## src/rtl/uart_rx.sv

```systemverilog
// 8N1 UART receiver: 2-flop synchroniser, mid-bit sampling, framing check.
// Define UART_RX_PARITY_EN to add an even-parity bit between data and stop.
module uart_rx #(
  parameter int CLK_FREQ  = 50000000,
  parameter int BAUD_RATE = 9600
) (
  input  logic       clk,
  input  logic       rst,
  input  logic       rx_in,
  output logic [7:0] rx_data,
  output logic       rx_valid,
  output logic       rx_busy,
  output logic       frame_err,
  output logic       parity_err
);

  localparam int CLKS_PER_BIT = CLK_FREQ / BAUD_RATE;
  localparam int HALF_BIT     = CLKS_PER_BIT / 2;
  localparam int CW           = $clog2(CLKS_PER_BIT);

  localparam logic [CW-1:0] HALF_END = CW'(HALF_BIT - 1);
  localparam logic [CW-1:0] BIT_END  = CW'(CLKS_PER_BIT - 1);

  typedef enum logic [2:0] {
    IDLE,
    START,
    DATA,
    PARITY,
    STOP,
    WAIT_IDLE
  } state_t;

  state_t        state;
  logic [CW-1:0] cnt;
  logic [2:0]    idx;
  logic [7:0]    shift;
  logic          s1;
  logic          s2;
  logic          rx_s;

`ifdef UART_RX_PARITY_EN
  logic par_bit;
`else
  assign parity_err = 1'b0;
`endif

  assign rx_s    = s2;
  assign rx_busy = (state != IDLE);

  always_ff @(posedge clk) begin
    if (!rst) begin
      state     <= IDLE;
      cnt       <= '0;
      idx       <= '0;
      shift     <= '0;
      s1        <= 1'b1;
      s2        <= 1'b1;
      rx_data   <= 8'h00;
      rx_valid  <= 1'b0;
      frame_err <= 1'b0;
`ifdef UART_RX_PARITY_EN
      par_bit    <= 1'b0;
      parity_err <= 1'b0;
`endif
    end else begin
      s1        <= rx_in;
      s2        <= s1;
      rx_valid  <= 1'b0;
      frame_err <= 1'b0;
`ifdef UART_RX_PARITY_EN
      parity_err <= 1'b0;
`endif
      unique case (state)
        IDLE: begin
          if (!rx_s) begin
            state <= START;
            cnt   <= '0;
            idx   <= '0;
          end
        end
        START: begin
          if (cnt == HALF_END) begin
            cnt <= '0;
            if (!rx_s) begin
              state <= DATA;
              idx   <= '0;
            end else begin
              state <= IDLE;
            end
          end else begin
            cnt <= cnt + 1'b1;
          end
        end
        DATA: begin
          if (cnt == BIT_END) begin
            cnt   <= '0;
            shift <= {rx_s, shift[7:1]};
            idx   <= idx + 3'd1;
            if (idx == 3'd7) begin
`ifdef UART_RX_PARITY_EN
              state <= PARITY;
`else
              state <= STOP;
`endif
            end
          end else begin
            cnt <= cnt + 1'b1;
          end
        end
`ifdef UART_RX_PARITY_EN
        PARITY: begin
          if (cnt == BIT_END) begin
            cnt     <= '0;
            par_bit <= rx_s;
            state   <= STOP;
          end else begin
            cnt <= cnt + 1'b1;
          end
        end
`endif
        STOP: begin
          if (cnt == BIT_END) begin
            cnt <= '0;
`ifdef UART_RX_PARITY_EN
            parity_err <= par_bit ^ (^shift);
`endif
            // Straight back to IDLE so a back-to-back start bit is caught
            if (rx_s) begin
              rx_data  <= shift;
              rx_valid <= 1'b1;
              state    <= IDLE;
            end else begin
              frame_err <= 1'b1;
              state     <= WAIT_IDLE;
            end
          end else begin
            cnt <= cnt + 1'b1;
          end
        end
        WAIT_IDLE: begin
          if (rx_s) begin
            state <= IDLE;
            cnt   <= '0;
          end
        end
        default: begin
          state <= IDLE;
          cnt   <= '0;
        end
      endcase
    end
  end

endmodule

```

## config.mk

```make
export PLATFORM = sky130hd
export DESIGN_NAME = uart_rx
export DESIGN_NICKNAME = d
export VERILOG_FILES = /design/src/rtl/uart_rx.sv
export SDC_FILE = /design/constraint.sdc
export NUM_CORES = 1
export LEC_CHECK = 0
export BUFFER_PORTS_ARGS = -buffer_cell sky130_fd_sc_hd__buf_2
export CAP_MARGIN = 5
export CORE_ASPECT_RATIO = 0.6
export CORE_MARGIN = 2
export CORE_UTILIZATION = 50
export DETAILED_ROUTE_END_ITERATION = 8
export GPL_TIMING_DRIVEN = 0
export HOLD_SLACK_MARGIN = 0.08
export MAX_ROUTING_LAYER = met4
export PLACE_DENSITY = 0.68
export SLEW_MARGIN = 20
export SYNTH_ARGS = -nofsm -noshare
export SYNTH_HDL_FRONTEND = slang
export SYNTH_SLANG_ARGS = --single-unit
```

## constraint.sdc

```tcl
create_clock -name clk -period 3.55 [get_ports clk]
set_input_delay 1.065 -clock clk [delete_from_list [all_inputs] [get_ports clk]]
set_output_delay 1.065 -clock clk [all_outputs]
set_load 0.03 [all_outputs]
```

# After elaboration in Yosys (flattened, before gate mapping)
# Index checks and enable logic that the tools add are counted.
# word_totals
out_inout_bits	12
regBits	39
# op_classes
eq_ne	13
n_addsub	2
n_reduce_logical	10
n_mux	20
# ops
operator	n
$mux 13	4
$pmux 13 s4	1
$mux 3	10
$pmux 3 s5	1
$add 13x1->13 const B	1
$eq 13x12->1 const B	1
$eq 13x13->1 const B	1
$ne 2x2->1 const B	6
$eq 3x3->1 const B	3
$pmux 3 s3	1
$reduce_and 3->1	3
$reduce_and 6->1	1
$reduce_bool 3->1	2
$reduce_and 2->1	2
$add 3x1->3 const B	1
$eq 3x1->1 const B	1
$eq 3x2->1 const B	1
$logic_not 3->1	1
$mux 1	2
$mux 2	1
$reduce_or 2->1	1

# Logic depth before layout (Yosys ltp)
# Gate-level depths: netlist of run 1.
# logic_depth
depth_word	4
ltp_mapped	8
depth_no_buf	6

# Worst setup path before layout of run 1
# Ideal clock, no wire load.
# synth_timing
path_type	input-to-reg
from	in rst
to	reg shift[6]
required_time_ns	3.479
setup_slack_ns	1.516
setup_time_ns	0.071
t_arrival_ns	1.964
stages	4
path_cell_list	clkbuf_1 -> clkinv_1 -> clkbuf_1 -> a21oi_1
# synth_lines
item	line_no	rtl
start: declaration	8	input logic rst,
end signal: assignment	97	shift <= {rx_s, shift[7:1]};
end: declaration	36	logic [7:0] shift;
# No word-level cell between the ends.

# Worst setup path after layout of run 1
# layout_timing
from	reg cnt[0]
to	reg idx[1]
# layout_via
elab_chain_cells	3
word_cells_on_any_way	5
# layout_rtl
item	line_no	rtl
start: declaration	34	logic [CW-1:0] cnt;
start signal: assignment	91	cnt <= cnt + 1'b1;
start signal: assignment	107	cnt <= cnt + 1'b1;
start signal: assignment	137	cnt <= cnt + 1'b1;
$eq 13x13->1 or $eq 13x12->1 (tied branches)	95, 82	
$ne 2x2->1 (no line)	-	
$reduce_and 3->1 (no line) *	-	
end signal: assignment	98	idx <= idx + 3'd1;
end: declaration	35	logic [2:0] idx;
# Every way passes the cells marked *; elsewhere a longest branch is shown, timed or not.
# A chain may end at the register's enable or synchronous reset.

==> results of run 1 <==
routing by layer:
| metal | up-vias | global-route usage | wire, um |
|---|---|---|---|
| met4 | 0 | 0.0608 | 36 |
| met3 | 4 | 0.0520 | 181 |
| met2 | 31 | 0.249 | 1400 |
| met1 | 691 | 0.285 | 2050 |
| li1 | 793 | - | - |
| met5 | - | - | 0 |
through the flow:
step,util,power (mW)
finish,0.593,1.09
global route,0.593,1.14
CTS,0.593,1.10
detailed placement,0.557,0.659
global placement,0.557,0.658
floorplan,-,0.623
synth_stat cells (all sizes together) (2+ instances only):
library cell	n	area, um^2
a21oi	11	66.3
a31oi	2	12.5
and3	3	20.0
and4bb	2	25.0
buf	12	87.6
clkbuf	5	28.8
dfxtp	39	781
ha	3	37.5
inv	4	15.0
mux2i	9	90.1
nand2	24	90.1
nand2b	3	18.8
nand3	24	130
nand4	6	37.5
nand4b	2	17.5
nor2	21	78.8
nor2b	2	12.5
nor3	5	25.0
nor3b	3	22.5
nor4	3	18.8
nor4b	2	23.8
nor4bb	5	80.1
o21ai	4	20.0
o31ai	2	28.8
xnor2	6	52.6
worst reg2reg max path, cell delays in order (launching register included):
cell      delay [ns]
dfxtp_1         0.40
ha_1            0.26
nor4bb_1        0.44
and3_2          0.25
buf_2           0.21
a31oi_1         0.12
nor3_1          0.29
o21ai_0         0.14
state kept, by name (all words and copies together), names as in the netlist:
| name | flops |
|---|---|
| cnt | 13 |
| frame_err | 1 |
| idx | 3 |
| rx_data | 8 |
| rx_s | 1 |
| rx_valid | 1 |
| s1 | 1 |
| shift | 8 |
| state | 3 |
logic make-up after synthesis:
family / count (synthesis) / synth area share
AND/OR/NAND/NOR: 110 / 0.329
flip-flops: 39 / 0.402
AO/OA/AOI/OAI: 25 / 0.105
buffers and inverters: 22 / 0.0696
multiplexers: 9 / 0.0464
XOR/XNOR: 6 / 0.0271
adder cells (fa/ha/maj): 3 / 0.0193
other: 1 / 0.00193
placed cells by master, fill, tap and decap left out, types with 2 or more instances in the layout:
| cell type | count |
|---|---|
| dfxtp_1 | 39 |
| nand2_1 | 24 |
| nand3_1 | 22 |
| nor2_1 | 21 |
| buf_2 | 19 |
| a21oi_1 | 10 |
| mux2i_1 | 9 |
| clkbuf_8 | 6 |
| nand4_1 | 6 |
| xnor2_1 | 6 |
| clkbuf_1 | 5 |
| nor3_1 | 5 |
| inv_1 | 4 |
| o21ai_0 | 4 |
| nor4bb_1 | 3 |
| nor3b_1 | 3 |
| nand2b_1 | 3 |
| nor4_1 | 3 |
| ha_1 | 3 |
| buf_6 | 2 |
| and3_1 | 2 |
| nand3_2 | 2 |
| nor4bb_4 | 2 |
| buf_4 | 2 |
| a31oi_1 | 2 |
| nand4b_1 | 2 |
| nor2b_1 | 2 |
| bufinv_16 | 2 |
area by class of cell:
type | instances | area (um^2) | area share
Sequential cell | 39 | 781 | 0.356
Buffer | 17 | 116 | 0.0531
Clock inverter | 2 | 60.1 | 0.0274
Inverter | 5 | 18.8 | 0.00856
Timing Repair Buffer | 12 | 60.1 | 0.0274
Tap cell | 47 | 58.8 | 0.0268
Clock buffer | 6 | 72.6 | 0.0331
Multi-Input combinational cell | 154 | 1030 | 0.468
report_power, final:
part | switching [mW] | internal [mW] | total, mW
clock network | 0.158 | 0.281 | 0.439
registers | 0.00732 | 0.448 | 0.456
logic | 0.119 | 0.0747 | 0.194
worst paths after layout:
path         depth (start not counted)     end   start
min                                  1    rx_s      s1
min reg2reg                          1    rx_s      s1
max reg2reg                          7  idx[1]  cnt[0]
max                                  7  idx[1]  cnt[0]
==> impl_metrics.csv, run 1 <==
group,metric,value,unit
status,status,"finished, final reports clean",
global_route,grt_pass1_vias,1333,
clocking,cts.sinks,39,
finish,final_cells,282,
finish,fin_area,2190,um^2
flow_run,max-cap-violations,0,
global_route,overflow,0,
clocking,post-cts-setup-buffers,0,
worst_hold_path,hp-class,"reg -> reg",
clocking,cts_resized,0,
sta,setup_violations,0,
yosys,yosysWarnings,0,
die,initial_utilization,0.525,
clocking,clk_pin_slew,0.08,ns
global_route,track_usage,0.192,
placed_design,place.port_buffers,12,
finish,layout-drive-gt1-share,0.187,
clocking,numCtsBuffers,5,
clocking,cts_tree,"built",
detailed_routing,drtIter0Drc,66,
placed_design,place_ws,1.08,ns
yosys,ys.flop_type,"dfxtp_1",
sta,hold_viol,0,
yosys,synth_cell_types,49,
worst_setup_path,r2r_setup_slack,1.34,ns
yosys,synth_seq_cells,39,
clocking,clk_latency,0.29,ns
clocking,htreeDepth,2,
sta,max_freq,452,MHz
yosys,synth_edf_count,0,
sta,maxSlewViolCount,0,
die,die-width,84.5,um
yosys,syn_area,1940,um^2
global_route,antenna_found_initial,0,
worst_setup_path,worst-path-max-fanout,9,
detailed_routing,drtPass1Iterations,4,
sta,slew-limit-headroom,0.623,
clocking,root_buffer,"clkbuf_8",
die,dieArea,4410,um^2
finish,area_delta_synth_final,13.0,%
sta,period_needed,2.21,ns
finish,final.fill_count,335,
worst_setup_path,critical_path.endpoint_type,"flop",
die,die_h,52.3,um
power_and_ir_drop,ir_drop,0.315,mV
yosys,synthCells,215,
detailed_routing,wire_per_inst,13.0,um
power_and_ir_drop,p_leak,0.857,nW
power_and_ir_drop,powerDensity,496,nW/um^2
worst_setup_path,start_kind,"flop",
sta,rsz0062_at_grt,"no",
yosys,syn-num-nets,221,
sta,final.setup.tns,0,ns
sta,hold_ws,0.411,ns
worst_setup_path,crit_slowest_cell,"nor4bb_1",
detailed_routing,num_vias,1519,
worst_setup_path,crit_family,"simple AND/OR/NAND/NOR gates",
sta,finalCritPeriodShare,0.623,
placed_design,placed_area,2060,um^2
die,ioPinCount,15,
clocking,hold_buffers,0,
worst_setup_path,worstPathArrival,2.38,ns
placed_design,hpwlAfterDp,2660,um
sta,worst_pin_slew,0.566,ns
finish,layout.nets,240,
worst_setup_path,required,3.72,ns
worst_setup_path,cp_num_buf_inv,1,
global_route,grt_pass1_wl,6340,um
detailed_routing,drt-vias-per-instance,5.39,
global_route,grt_max_degree,13,
worst_setup_path,max_stage_delay,0.44,ns
placed_design,gp_routability_congestion,0.791,
sta,setup_slack,1.34,ns
worst_setup_path,worstPathCellList,"ha_1 -> nor4bb_1 -> and3_2 -> buf_2 -> a31oi_1 -> nor3_1 -> o21ai_0",
yosys,avgSynthCellArea,9.03,um^2
finish,insertedDiodeCount,0,
detailed_routing,drtAntennaViolNets,0,
worst_setup_path,critPathKind,"reg -> reg",
yosys,postSynth.asyncResetShare,0,
die,rows,17,
clocking,clk_path_buf_depth,2,
yosys,ys_seq_area_frac,0.402,
detailed_routing,drc,0,
placed_design,dpl.cell_count,274,
sta,fin_skew,0.00563,ns
die,coreArea,3700,um^2
detailed_routing,wirelength,3670,um
No activity file was read; power rests on OpenSTA's default activity.
==> run 2: changes to the inputs <==
Settings changed: PLACE_DENSITY 0.68 to 0.71.
Clock period 3.55 ns to 1.9 ns, I/O delays scaled along.
==> impl_metrics.csv, run 2 (synthesis results as in run 1) <==
group,metric,value,unit
worst_setup_path,crit_start,"cnt[0]",
placed_design,place_ws,-0.281,ns
clocking,htreeDepth,2,
sta,fin_skew,0.00335,ns
die,initial_utilization,0.525,
global_route,grt_pass1_vias,1409,
global_route,grt_max_degree,12,
die,die-width,84.5,um
power_and_ir_drop,net-switching-power,540,uW
sta,slew-limit-headroom,0.649,
clocking,clk_latency,0.29,ns
power_and_ir_drop,pwr-share-clk,0.318,
detailed_routing,drtPass1Iterations,4,
finish,mostFrequentLayoutCell,"dfxtp_1",
clocking,root_buffer,"clkbuf_8",
detailed_routing,num_vias,1556,
finish,reg_top3,"cnt x13, rx_data x8, shift x8",
power_and_ir_drop,ir_drop,0.567,mV
finish,largest_reg_flops,13,
power_and_ir_drop,switching_share,0.299,
sta,hold_ws,0.418,ns
finish,area_delta_synth_final,15.1,%
detailed_routing,drt-vias-per-instance,5.54,
die,dieArea,4410,um^2
die,rows,17,
finish,insertedDiodeCount,0,
power_and_ir_drop,p_leak,0.842,nW
flow_run,max-cap-violations,0,
worst_setup_path,start_kind,"flop",
detailed_routing,drtIter0Drc,68,
power_and_ir_drop,powerDensity,808,nW/um^2
detailed_routing,drtAntennaViolNets,0,
placed_design,gp_routability_congestion,0.815,
detailed_routing,drc,0,
sta,setup_slack,0.0937,ns
worst_setup_path,critPathKind,"reg -> reg",
sta,hold_viol,0,
global_route,track_usage,0.212,
finish,layout_common_cells,"36 x dfxtp_1, 24 x nand2_1, 22 x nand3_1",
sta,finalCritPeriodShare,0.951,
worst_hold_path,hold_start,"s1",
clocking,numCtsBuffers,5,
sta,max_freq,554,MHz
worst_setup_path,critical_path.endpoint_type,"flop",
power_and_ir_drop,power,1.81,mW
power_and_ir_drop,internal_power,1.27,mW
worst_setup_path,worst-path-max-fanout,10,
worst_setup_path,required,2.11,ns
sta,period_needed,1.81,ns
finish,final_util,0.604,
sta,setup_violations,0,
sta,worst_pin_slew,0.527,ns
clocking,clk_pin_slew,0.08,ns
placed_design,placed_area,2060,um^2
clocking,cts_tree,"built",
placed_design,hpwlAfterDp,2760,um
worst_setup_path,worstPathArrival,2.01,ns
global_route,overflow,0,
die,ioPinCount,15,
finish,layout.nets,240,
power_and_ir_drop,power_frac_comb,0.207,
global_route,antenna_found_initial,0,
power_and_ir_drop,p_seq_frac,0.475,
die,die_h,52.3,um
worst_hold_path,hp-class,"reg -> reg",
detailed_routing,wire_per_inst,14.4,um
detailed_routing,wirelength,4060,um
status,status,"finished, final reports clean",
finish,layout-drive-gt1-share,0.222,
global_route,grt_pass1_wl,6980,um
die,coreArea,3700,um^2
placed_design,place.port_buffers,12,
finish,regMostFlops,"cnt",
finish,fin_area,2230,um^2
sta,rsz0062_at_grt,"yes",
clocking,cts.sinks,39,
sta,maxSlewViolCount,0,
worst_setup_path,rr_startpoint,"cnt[0]",
clocking,clk_path_buf_depth,2,
## run 2: final timing paths
| kind | end | slack, ns | cells past startpoint |
|---|---|---|---|
| setup / recovery | cnt[5] | 0.09 | 7 |
| hold / removal | rx_s | 0.42 | 1 |
| setup reg to reg | cnt[5] | 0.09 | 7 |
| hold reg to reg | rx_s | 0.42 | 1 |
## run 2: worst max-delay path, cell delays in order (launching register included)
cell	delay [ns]
dfxtp_2	0.36
ha_4	0.18
nor4b_4	0.15
a311oi_4	0.39
o21bai_4	0.24
buf_8	0.16
nand3_2	0.07
a31oi_1	0.17
## run 2: layout make-up
| cell class | instances | area (um^2) |
|---|---|---|
| clock buffer | 6 | 82.6 |
| timing repair buffer | 13 | 80.1 |
| fill | 345 | 1470 |
| buffer | 16 | 116 |
| inverter | 5 | 18.8 |
| tap | 47 | 58.8 |
| multi-input combinational | 154 | 1090 |
| sequential | 39 | 785 |
| clock inverter | 1 | 5.00 |
## run 2: repair_timing
item                       in CTS  in global routing
pin swaps                       2                  4
setup endpoints to repair      34                 31
buffers inserted                1                  0
resized for setup               7                 10
hold buffers                    0                  0
## run 2: power groups by stage
stage	logic, mW	registers (mW)	clock network (mW)
2_1_floorplan	0.296	0.867	0
4_1_cts	0.368	0.853	0.585
6_report	0.374	0.859	0.574
3_3_place_gp	0.361	0.870	0
3_5_place_dp	0.365	0.870	0
5_1_grt	0.405	0.861	0.633
## run 2: layer usage
metal	vias to the layer above	track usage	part of all wire
met2	33	0.298	0.41
met5	-	-	0
met3	6	0.0551	0.046
met1	725	0.298	0.53
met4	0	0.0714	0.012
li1	792	-	-
## run 2: metrics by stage
| step | std cells | setup TNS, ns |
|---|---|---|
| 6_report | 281 | 0 |
| 5_1_grt | 281 | -0.00564 |
| 4_1_cts | 281 | -0.0219 |
| 3_5_place_dp | 274 | -5.21 |
| 3_3_place_gp | 274 | -4.28 |
| 2_1_floorplan | 215 | 0 |
==> run 3: changes to the inputs <==
Settings changed: PLACE_DENSITY 0.71 to 0.68.
Clock period 1.9 ns to 2 ns, I/O delays scaled along.
==> impl_metrics.csv, run 3 (synthesis results as in run 1) <==
group,metric,value,unit
status,status,"finished, final reports clean",
detailed_routing,drc,0,
finish,layout-drive-gt1-share,0.209,
power_and_ir_drop,p_seq_frac,0.418,
detailed_routing,wire_per_inst,13.4,um
placed_design,placed_area,2060,um^2
global_route,antenna_found_initial,0,
detailed_routing,drtAntennaViolNets,0,
finish,final.fill_count,329,
finish,regMostFlops,"cnt",
finish,area_delta_synth_final,15.3,%
power_and_ir_drop,net-switching-power,510,uW
clocking,cts_tree,"built",
die,dieArea,4410,um^2
power_and_ir_drop,internal_power,1.43,mW
die,initial_utilization,0.525,
finish,fin_area,2240,um^2
worst_setup_path,critical_path.endpoint_type,"flop",
worst_hold_path,hp-class,"reg -> reg",
die,die-width,84.5,um
placed_design,gp_routability_congestion,0.791,
sta,fin_skew,0.00808,ns
global_route,overflow,0,
power_and_ir_drop,pwr-share-clk,0.403,
detailed_routing,wirelength,3770,um
worst_setup_path,start_kind,"flop",
detailed_routing,drtPass1Iterations,5,
clocking,clk_path_buf_depth,2,
detailed_routing,drtIter0Drc,70,
flow_run,max-cap-violations,0,
power_and_ir_drop,power_frac_comb,0.179,
clocking,hold_buffers,0,
worst_setup_path,worstPathArrival,1.99,ns
worst_setup_path,critPathKind,"reg -> reg",
clocking,clk_pin_slew,0.08,ns
sta,period_needed,1.81,ns
detailed_routing,top_layer_used,"met4",
power_and_ir_drop,ir_drop,0.558,mV
worst_setup_path,worst-path-max-fanout,10,
die,die_h,52.3,um
power_and_ir_drop,switching_share,0.263,
sta,slew-limit-headroom,0.631,
power_and_ir_drop,p_leak,0.854,nW
sta,maxSlewViolCount,0,
clocking,clk_latency,0.29,ns
sta,hold_viol,0,
finish,insertedDiodeCount,0,
global_route,grt_pass1_wl,6360,um
global_route,track_usage,0.193,
detailed_routing,met3_wirelength,137,um
detailed_routing,wl_met2,1440,um
finish,largest_reg_flops,13,
die,ioPinCount,15,
detailed_routing,num_vias,1527,
placed_design,place.port_buffers,12,
clocking,htreeDepth,2,
clocking,root_buffer,"clkbuf_8",
sta,setup_violations,0,
worst_setup_path,required,2.18,ns
global_route,grt_pass1_vias,1336,
finish,layout.nets,240,
finish,multi_input_area,1070,um^2
detailed_routing,drt-vias-per-instance,5.41,
finish,layout_common_cells,"38 x dfxtp_1, 24 x nand2_1, 22 x nand3_1",
finish,final-seq-area,782,um^2
finish,final_cells,282,
placed_design,dpl.cell_count,274,
sta,max_freq,553,MHz
finish,mostFrequentLayoutCell,"dfxtp_1",
finish,reg_top3,"cnt x13, rx_data x8, shift x8",
sta,finalCritPeriodShare,0.905,
sta,final.setup.tns,0,ns
sta,worst_pin_slew,0.553,ns
clocking,numCtsBuffers,5,
placed_design,hpwlAfterDp,2660,um
die,coreArea,3700,um^2
global_route,grt_max_degree,13,
clocking,cts.sinks,39,
die,rows,17,
sta,rsz0062_at_grt,"no",
detailed_routing,wl_met1,2150,um
power_and_ir_drop,powerDensity,866,nW/um^2
run 3: timing repair:
item,CTS,global route
resized for setup,4,5
setup buffers,0,1
pin swaps,1,3
endpoints found under the setup margin,31,30
run 3: power by group through the flow:
stage | Combinational (mW) | Sequential [mW] | Clock [mW]
floorplan | 0.282 | 0.824 | 0
global placement | 0.342 | 0.826 | 0
detailed placement | 0.344 | 0.827 | 0
CTS | 0.346 | 0.809 | 0.794
global route | 0.377 | 0.813 | 0.832
finish | 0.347 | 0.811 | 0.781
run 3: worst max-delay path: stages, from the launching register on:
cell and delay [ns]:
dfxtp_1 0.38, ha_2 0.24, nor4b_4 0.29, a311oi_4 0.21, o21bai_4 0.24, buf_8 0.15
nand4_1 0.09, nand3_1 0.09
run 3: through the flow:
step           total power [mW]   util  worst slack, ns  hold slack [ns]
2_1_floorplan              1.11      -            0.239            0.386
3_5_place_dp               1.17  0.557           -0.211            0.395
6_report                   1.94  0.605            0.191            0.411
4_1_cts                    1.95  0.597          0.00765            0.414
3_3_place_gp               1.17  0.557           -0.170            0.393
5_1_grt                    2.02  0.605           0.0647            0.433
run 3: final timing paths:
kind	from	endpoint	slack (ns)	cells after the start
worst max register to register	cnt[1]	cnt[4]	0.19	7
worst min register to register	s1	rx_s	0.41	1
worst max-delay path	cnt[1]	cnt[4]	0.19	7
worst min-delay path	s1	rx_s	0.41	1
run 3: per-layer routing:
layer | track usage | up-vias
met2 | 0.246 | 22
met3 | 0.0520 | 5
met4 | 0.0608 | 0
met5 | - | -
met1 | 0.289 | 707
li1 | - | 793
run 3: cell type report:
| cell class | count | share of cell area |
|---|---|---|
| Clock inverter | 2 | 0.0268 |
| Buffer | 16 | 0.0508 |
| Tap cell | 47 | 0.0263 |
| Clock buffer | 6 | 0.0324 |
| Inverter | 5 | 0.00838 |
| Sequential cell | 39 | 0.349 |
| Multi-Input combinational cell | 154 | 0.476 |
| Timing Repair Buffer | 13 | 0.0302 |
